--- config.mk ---
export PLATFORM = sky130hd
export DESIGN_NAME = mem_prio_arbiter
export DESIGN_NICKNAME = d
export VERILOG_FILES = /design/src/rtl/mem_prio_arbiter_pkg.sv /design/src/rtl/mem_prio_arbiter_src_tracker.sv /design/src/rtl/mem_prio_arbiter.sv
export SDC_FILE = /design/constraint.sdc
export NUM_CORES = 1
export LEC_CHECK = 0
export ABC_AREA = 0
export CAP_MARGIN = 25
export CORE_AREA = 10 10 113 115
export DETAILED_ROUTE_END_ITERATION = 16
export DIE_AREA = 0 0 123 125
export GPL_TIMING_DRIVEN = 0
export PLACE_DENSITY = 0.71
export SLEW_MARGIN = 20
export SYNTH_ARGS = -nofsm -noshare
export SYNTH_HDL_FRONTEND = slang
export SYNTH_SLANG_ARGS = --single-unit
--- constraint.sdc ---
create_clock -name clk -period 5.4 [get_ports clk]
set_input_delay 0.54 -clock clk [delete_from_list [all_inputs] [get_ports clk]]
set_output_delay 0.54 -clock clk [all_outputs]
set_load 0.01 [all_outputs]
--- src/rtl/mem_prio_arbiter_pkg.sv ---
// Shared types for the memory port arbiter: request/response payloads and the grant-lock states.
package mem_prio_arbiter_pkg;

  typedef struct packed {
    logic [31:0] addr;
    logic [31:0] wdata;
    logic        we;
  } mreq_t;

  typedef struct packed {
    logic [31:0] rdata;
    logic        err;
  } mtrans_t;

  typedef enum logic {
    IDLE   = 1'b0,
    LOCKED = 1'b1
  } arb_state_t;

endpackage

--- src/rtl/mem_prio_arbiter_src_tracker.sv ---
// In-order FIFO of requester indices for accepted, unanswered memory requests.
module mem_prio_arbiter_src_tracker #(
  parameter int W     = 1,
  parameter int DEPTH = 2
) (
  input  logic                       clk,
  input  logic                       rst_n,
  input  logic                       push_i,
  input  logic [W-1:0]               data_i,
  input  logic                       pop_i,
  output logic                       full_o,
  output logic                       empty_o,
  output logic [W-1:0]               head_o,
  output logic [$clog2(DEPTH+1)-1:0] count_o
);

  localparam int PW = (DEPTH > 1) ? $clog2(DEPTH) : 1;
  localparam int CW = $clog2(DEPTH + 1);

  logic [W-1:0]  mem_q [DEPTH];
  logic [PW-1:0] rd_q, rd_d, wr_q, wr_d;
  logic [CW-1:0] count_q, count_d;
  logic          do_push, do_pop;

  // Explicit wrap so non-power-of-two depths work.
  function automatic logic [PW-1:0] wrap_inc(input logic [PW-1:0] p);
    return (p == PW'(DEPTH - 1)) ? '0 : p + PW'(1);
  endfunction

  assign full_o  = (count_q == CW'(DEPTH));
  assign empty_o = (count_q == '0);
  assign do_pop  = pop_i && !empty_o;
  assign do_push = push_i && (!full_o || do_pop);
  assign head_o  = mem_q[rd_q];
  assign count_o = count_q;

  always_comb begin
    rd_d    = do_pop  ? wrap_inc(rd_q) : rd_q;
    wr_d    = do_push ? wrap_inc(wr_q) : wr_q;
    count_d = count_q + CW'(do_push) - CW'(do_pop);
  end

  always_ff @(posedge clk or negedge rst_n) begin
    if (!rst_n) begin
      rd_q    <= '0;
      wr_q    <= '0;
      count_q <= '0;
    end else begin
      rd_q    <= rd_d;
      wr_q    <= wr_d;
      count_q <= count_d;
    end
  end

  always_ff @(posedge clk) begin
    if (do_push) mem_q[wr_q] <= data_i;
  end

endmodule

--- src/rtl/mem_prio_arbiter.sv ---
// Fixed-priority arbiter for the shared CPU memory port with starvation aging,
// a grant lock while a request is stalled, and in-order response routing.
module mem_prio_arbiter
  import mem_prio_arbiter_pkg::*;
#(
  parameter int CNT          = 2,
  parameter int DEPTH        = 2,
  parameter int STARVE_LIMIT = 8
) (
  input  logic                       clk,
  input  logic                       rst_n,
  input  logic [CNT-1:0]             master_req_valid_i,
  input  mreq_t                      master_req_data_i [CNT],
  output logic [CNT-1:0]             master_req_ready_o,
  output logic [CNT-1:0]             master_resp_valid_o,
  output mtrans_t                    master_resp_data_o [CNT],
  input  logic [CNT-1:0]             master_resp_ready_i,
  output logic                       slave_req_valid_o,
  output mreq_t                      slave_req_data_o,
  input  logic                       slave_req_ready_i,
  input  logic                       slave_resp_valid_i,
  input  mtrans_t                    slave_resp_data_i,
  output logic                       slave_resp_ready_o,
  output logic [$clog2(DEPTH+1)-1:0] count_o
);

  localparam int IW = (CNT > 1) ? $clog2(CNT) : 1;
  localparam int SW = $clog2(STARVE_LIMIT + 1);
  localparam logic [SW-1:0] LIMIT = SW'(STARVE_LIMIT);

  arb_state_t     state_q, state_d;
  logic [IW-1:0]  lock_q, lock_d, g, head;
  logic [SW-1:0]  cnt_q [CNT];
  logic [SW-1:0]  cnt_d [CNT];
  logic [CNT-1:0] starved_q, starved_d;
  logic           any_starved, can_issue, req_fire, resp_fire, full, empty;

  always_comb begin
    g           = '0;
    any_starved = 1'b0;
    if (state_q == LOCKED) begin
      g = lock_q;
    end else begin
      for (int i = CNT - 1; i >= 1; i--) begin
        if (starved_q[i] && master_req_valid_i[i]) begin
          g           = IW'(i);
          any_starved = 1'b1;
        end
      end
      if (!any_starved) begin
        for (int i = CNT - 1; i >= 0; i--) begin
          if (master_req_valid_i[i]) g = IW'(i);
        end
      end
    end
  end

  // Gating with rst_n keeps the request side quiet for the whole reset window.
  assign slave_resp_ready_o = !empty && master_resp_ready_i[head];
  assign resp_fire          = slave_resp_valid_i && slave_resp_ready_o;
  assign can_issue          = rst_n && (!full || resp_fire);
  assign slave_req_valid_o  = master_req_valid_i[g] && can_issue;
  assign slave_req_data_o   = master_req_data_i[g];
  assign req_fire           = slave_req_valid_o && slave_req_ready_i;

  always_comb begin
    master_req_ready_o        = '0;
    master_resp_valid_o       = '0;
    master_req_ready_o[g]     = slave_req_ready_i && can_issue;
    master_resp_valid_o[head] = slave_resp_valid_i && !empty;
    for (int i = 0; i < CNT; i++) master_resp_data_o[i] = slave_resp_data_i;
  end

  always_comb begin
    state_d = state_q;
    lock_d  = lock_q;
    unique case (state_q)
      IDLE: begin
        if (slave_req_valid_o && !slave_req_ready_i) begin
          state_d = LOCKED;
          lock_d  = g;
        end
      end
      LOCKED: begin
        if (req_fire) state_d = IDLE;
      end
    endcase
  end

  // Starved flag is registered one cycle behind the saturated counter.
  always_comb begin
    for (int i = 0; i < CNT; i++) begin
      cnt_d[i]     = '0;
      starved_d[i] = 1'b0;
      if (i > 0 && master_req_valid_i[i] && !(req_fire && g == IW'(i))) begin
        cnt_d[i]     = (cnt_q[i] == LIMIT) ? cnt_q[i] : cnt_q[i] + SW'(1);
        starved_d[i] = (cnt_q[i] == LIMIT);
      end
    end
  end

  always_ff @(posedge clk or negedge rst_n) begin
    if (!rst_n) begin
      state_q   <= IDLE;
      lock_q    <= '0;
      starved_q <= '0;
      for (int i = 0; i < CNT; i++) cnt_q[i] <= '0;
    end else begin
      state_q   <= state_d;
      lock_q    <= lock_d;
      starved_q <= starved_d;
      for (int i = 0; i < CNT; i++) cnt_q[i] <= cnt_d[i];
    end
  end

  mem_prio_arbiter_src_tracker #(
    .W     (IW),
    .DEPTH (DEPTH)
  ) u_tracker (
    .clk     (clk),
    .rst_n   (rst_n),
    .push_i  (req_fire),
    .data_i  (g),
    .pop_i   (resp_fire),
    .full_o  (full),
    .empty_o (empty),
    .head_o  (head),
    .count_o (count_o)
  );

endmodule

After elaboration in Yosys (flattened, before gate mapping)
Memories as Yosys holds them, arrays and structs flattened.
Index checks and enable logic that the tools add are counted.
Word-level totals
  output and inout port bits: 139
  memories kept: 1
  register bits after elaboration: 11
  RAM bits: 2
  input bits: 171
Memory list
  u_tracker.mem_q: words 2, bits a word 1, rd ports 1, clocked after Yosys merged registers in 0, write ports 1, RTL line mem_prio_arbiter_src_tracker.sv:20  | logic [W-1:0] mem_q [DEPTH];
Cells by class
  add/sub/neg operators: 5
  multiplexer cells: 27
  equal/unequal tests: 3
  bitwise gates (word level): 4
  reduce and logical (&&, ||, !) cells: 23
  order comparisons: 5
Operator list (count)
  $mux 65: 3
  $mux 1: 19
  $logic_and 1x1->1: 15
  $mux 4: 2
  $add 4x1->4 const B: 1
  $and 2x2->2: 2
  $eq 4x4->1 const B: 1
  $logic_not 1->1: 4
  $lt 1x2->1 const B: 2
  $add 1x1->1 const B: 2
  $add 2x1->2: 1
  $demux 1 s1: 2
  $eq 2x2->1 const B: 1
  $ge 1x1->1 const B: 2
  $ge 2x2->1 const B: 1
  $logic_not 2->1: 1
  $logic_or 1x1->1: 2
  $ne 2x2->1 const B: 1
  $not 1->2: 1
  $pmux 1 s2: 1
  $reduce_and 2->1: 1
  $sub 2x1->2: 1
  $not 1->1: 1

Logic depth before layout (Yosys ltp)
Gate-level depths: netlist of run 1.
  depth in word-level cells: 14
  depth in mapped cells: 7
  mapped depth without buffers: 7

Cells and area by module
From an unflattened synthesis of run 1, not the netlist that was laid out.
Second synthesis, totals
  cells, all modules: 220
  area, all modules: 2077.0 sq um
By module, submodules not included
  mem_prio_arbiter: area each 1767.9 sq um, cells each 193, instances 1, seq. area each 175.2 sq um
  mem_prio_arbiter_src_tracker: area each 309.0 sq um, cells each 27, instances 1, seq. area each 160.2 sq um

Worst setup path before layout of run 1
Ideal clock, no wire load.
  path type: input to output
  from: input port master_req_valid_i[0]
  to: output port slave_req_data_o[28] (netlist bit)
  cell stages on the path: 5
  setup slack: 3259 ps
  required time: 4860 ps
  arrival: 1601 ps
  cells stage by stage: nor2b_1 o31ai_4 buf_4 buf_6 mux2_2
RTL lines
  start: declaration: RTL line mem_prio_arbiter.sv:12  | input logic [CNT-1:0] master_req_valid_i,
  end: declaration: RTL line mem_prio_arbiter.sv:19  | output mreq_t slave_req_data_o,

==> flow_summary.ini, run 1 <==
[floorplanning]
die_height_um = 125
coreArea_mm2 = 0.0106
rows = 38
fp.dieArea_mm2 = 0.0154
start_util_pct = 19.3
die_x_um = 123
io_pins = 310

[placement]
place_area_mm2 = 0.00499
io_buffers = 276
gp_congestion = 0.837
dp.final_hpwl_um = 11200

[hold_path]
hp-class = reg2reg
hold_path_end = u_tracker.wr_q$_DFFE_PN0P_
worstHoldStart = u_tracker.wr_q$_DFFE_PN0P_
hold_depth = 1

[clock_tree]
hold_buffers = 0
clkSlewWorstSetupHoldPaths_ns = 0.05
htreeDepth = 1
ctsResizeCount = 0
cts_buffers = 3
clk_path_buf_depth = 2
clk_latency_ns = 0.24
root_buffer = clkbuf_8
cts_tree = yes
cts_num_sinks = 13
postCtsSetupRepairBufs = 0

[final_layout]
layout-drive-gt1-share_pct = 29.9
design_area_mm2 = 0.00503
seqCellArea_um2 = 335
fin_nets = 667
finish.utilization_pct = 47.5
fill_cells = 985
num_antenna_cells = 0
area_growth_pct = 145
multiInputGateArea_mm2 = 0.00114

[drt]
dr.first_iter.drc_count = 57
route.antenna.remaining_nets = 0
routedWlPerCell_um = 19.2
dr_total_vias = 2526
drc_errors = 0
wl_um = 12100
vias_per_cell = 4.00
drtPass1Iterations = 4

[sta]
fin_crit_sh_pct = 63.3
holdWs_ns = 0.512
min_period_ns = 3.42
tightest_slew_ns = 0.634
clock.fmax_mhz = 292
setup_tns_ns = 0
slew_headroom_pct = 57.6
finalHoldViolCount = 0
rsz0062_at_grt = false
slew_viol_final = 0
setup_viol = 0
fin_skew_ns = 0.00245

[synth]
synth.distinct_cells = 33
avgSynthCellArea_um2 = 9.67
syn_area_mm2 = 0.00205
synth_seq_cells = 13
synthCells = 212
synth_nets = 386
yosysWarnings = 0
ys_seq_area_share_pct = 16.4

[global_routing]
grt_pass1_vias = 2820
antenna_found_initial = 0
grt_max_degree = 16
grt_use_total_pct = 14.2
grt_overflow = 0
grt_pass1_wl_um = 16900

[worst_setup_path]
ff2ff_path_depth = 7
crit_family = buffers and inverters
r2r_start = u_tracker.rd_q$_DFFE_PN0P_
endpoint_kind = output pin
rr_endpoint = u_tracker.count_o[1]$_DFF_PN0_
r2r_slack_ns = 3.55
worst_path_max_delay_cell = clkdlybuf4s50_1
crit_top_cell = clkdlybuf4s50_1
required_ns = 4.86
worstSetupStartpointType = input port
critical_path.max_stage_delay_ns = 0.57
worstPathMaxFanout = 10
critical_path_class = in2out
worstPathArrival_ns = 2.88
path_cells = clkdlybuf4s50_1, inv_2, o31ai_4, buf_4, buf_6, mux2_2, clkdlybuf4s50_1
path_buf_inv = 5

[power]
leakage_nw = 2.05
total_power_mw = 1.47
powerDensity_mw_per_mm2 = 292
irDropWorstVdd_mv = 0.138

[flow_run]
drv_cap = 0

[outcome]
status = completed
-- flip-flops by register name (all words and copies together), names as in the netlist, named ones only --
signal and count:
cnt_q 4, u_tracker.count_o 2, u_tracker.mem_q 2, lock_q 1, starved_q 1, u_tracker.rd_q 1, u_tracker.wr_q 1
-- synth_stat cells, drive strengths merged --
| library cell | count | area share, % |
|---|---|---|
| o21ai | 1 | 0.24 |
| nor2b | 2 | 0.61 |
| o31ai | 1 | 1.0 |
| o22a | 1 | 0.43 |
| nand2 | 5 | 0.92 |
| inv | 8 | 1.5 |
| a21boi | 1 | 0.37 |
| mux2 | 65 | 36 |
| nor2 | 9 | 1.6 |
| o211ai | 2 | 0.98 |
| o2111a | 1 | 0.55 |
| nor3 | 5 | 1.2 |
| nor3b | 1 | 0.37 |
| buf | 73 | 27 |
| mux2i | 6 | 3.7 |
| o211a | 1 | 0.85 |
| dfrtp | 11 | 13 |
| o2111ai | 1 | 0.43 |
| nand4 | 1 | 0.31 |
| and2 | 1 | 0.31 |
| xnor2 | 4 | 1.7 |
| xor2 | 3 | 1.3 |
| nand3 | 1 | 0.24 |
| edfxtp | 2 | 2.9 |
| ha | 3 | 1.8 |
| a21oi | 2 | 0.49 |
| nand3b | 1 | 0.37 |
-- where the power goes --
group | leakage [nW] | internal (mW) | switching [mW]
logic | 1.87 | 0.740 | 0.474
clock network | 0.0228 | 0.0521 | 0.0341
registers | 0.156 | 0.132 | 0.0357
total | 2.05 | 0.924 | 0.544
-- stage by stage --
step	cells	setup WS, ns
3_5_place_dp	628	1.93
4_1_cts	632	1.92
3_3_place_gp	628	1.96
2_1_floorplan	212	3.26
6_report	632	1.98
5_1_grt	632	1.85
-- routing by layer --
layer,vias to the layer above,global-route usage (%),part of all wire (%)
met1,1127,12.6,32
met4,0,1.58,0.33
met3,2,7.52,14
li1,1223,-,-
met5,-,0,0
met2,174,27.9,53
-- final cells by class --
cell class	instances	share of cell area, %
plain buffers	73	10.8
clock buffers	4	0.895
inverters	8	0.597
multi-input cells	118	22.6
flip-flops and latches	13	6.66
well taps	140	3.48
repair buffers	276	54.9
-- placed cells by master, fill, tap and decap left out, types with 2 or more instances in the layout --
cell type,instances
nand2_1,5
buf_4,67
xor2_1,3
buf_2,4
dfrtp_1,11
edfxtp_1,2
ha_1,3
inv_1,7
mux2_2,65
clkbuf_8,3
mux2i_1,4
xnor2_1,4
nor2_1,9
a21oi_1,2
nor2b_1,2
nor3_1,5
buf_6,2
clkdlybuf4s50_1,276
-- how the worst max path moves through the flow --
stage                          startpoint                    to  slack [ns]  cells after the start
detailed placement  master_req_valid_i[1]  slave_req_data_o[41]        1.93                      7
finish              master_req_valid_i[1]  slave_req_data_o[40]        1.98                      7
floorplan           master_req_valid_i[0]  slave_req_data_o[28]        3.26                      5
global route        master_req_valid_i[1]  slave_req_data_o[41]        1.85                      7
global placement    master_req_valid_i[1]  slave_req_data_o[43]        1.96                      7
CTS                 master_req_valid_i[1]  slave_req_data_o[51]        1.92                      6
-- cells by family (layout without fill, tap and decap cells) --
| logic type | count (synthesis) | after routing | synth area share [%] |
|---|---|---|---|
| compound gates | 11 | 11 | 5.37 |
| xor+xnor | 7 | 7 | 2.99 |
| fa+ha+maj | 3 | 3 | 1.83 |
| buf+inv | 81 | 361 | 28.1 |
| flops | 13 | 13 | 16.4 |
| mux | 71 | 71 | 39.4 |
| simple gates | 26 | 26 | 5.98 |
-- worst register-to-register path: cells and delay by family (launching register included) --
family	cells	cell delay, ns
multiplexers	2	0.58
flip-flops	1	0.41
adder cells (fa/ha/maj)	1	0.29
XOR/XNOR	1	0.15
AO/OA/AOI/OAI	1	0.12
AND/OR/NAND/NOR	1	0.10
buffers and inverters	1	0.08
Power figures use the tool's default switching activity.
==> run 2, diff against run 1 <==
==> constraint.sdc (replaced) <==
create_clock -name clk -period 3.6 [get_ports clk]
set_input_delay 0.36 -clock clk [delete_from_list [all_inputs] [get_ports clk]]
set_output_delay 0.36 -clock clk [all_outputs]
set_load 0.01 [all_outputs]
==> results of run 2 <==
The final DEF is identical to that of run 1. Status: completed.
Among the figures that moved: setup slack after placement 1.93 ns -> 0.494 ns; clock-pin slew on the worst setup and hold paths 0.05 ns -> 0.06 ns; setup slack after layout 1.98 ns -> 0.540 ns; register-to-register setup slack 3.55 ns -> 1.75 ns; total power 1.47 mW -> 2.20 mW; worst IR drop on VDD 0.138 mV -> 0.207 mV
==> run 3, diff against run 2 <==
--- a/config.mk
+++ b/config.mk
@@ -6,12 +6,13 @@
 export NUM_CORES = 1
 export LEC_CHECK = 0
 export ABC_AREA = 0
-export CAP_MARGIN = 25
+export CAP_MARGIN = 20
 export CORE_AREA = 10 10 113 115
 export DETAILED_ROUTE_END_ITERATION = 16
 export DIE_AREA = 0 0 123 125
 export GPL_TIMING_DRIVEN = 0
 export PLACE_DENSITY = 0.71
+export SETUP_SLACK_MARGIN = 0.1
 export SLEW_MARGIN = 20
 export SYNTH_ARGS = -nofsm -noshare
 export SYNTH_HDL_FRONTEND = slang
==> constraint.sdc (replaced) <==
create_clock -name clk -period 3.5 [get_ports clk]
set_input_delay 0.35 -clock clk [delete_from_list [all_inputs] [get_ports clk]]
set_output_delay 0.35 -clock clk [all_outputs]
set_load 0.01 [all_outputs]
==> results of run 3 <==
The final DEF is identical to that of run 1. Status: completed.
Among the figures that moved: setup slack after placement 1.93 ns -> 0.414 ns; clock-pin slew on the worst setup and hold paths 0.05 ns -> 0.06 ns; setup slack after layout 1.98 ns -> 0.460 ns; hold slack 0.512 ns -> 0.503 ns; register-to-register setup slack 3.55 ns -> 1.65 ns; total power 1.47 mW -> 2.26 mW; worst IR drop on VDD 0.138 mV -> 0.213 mV
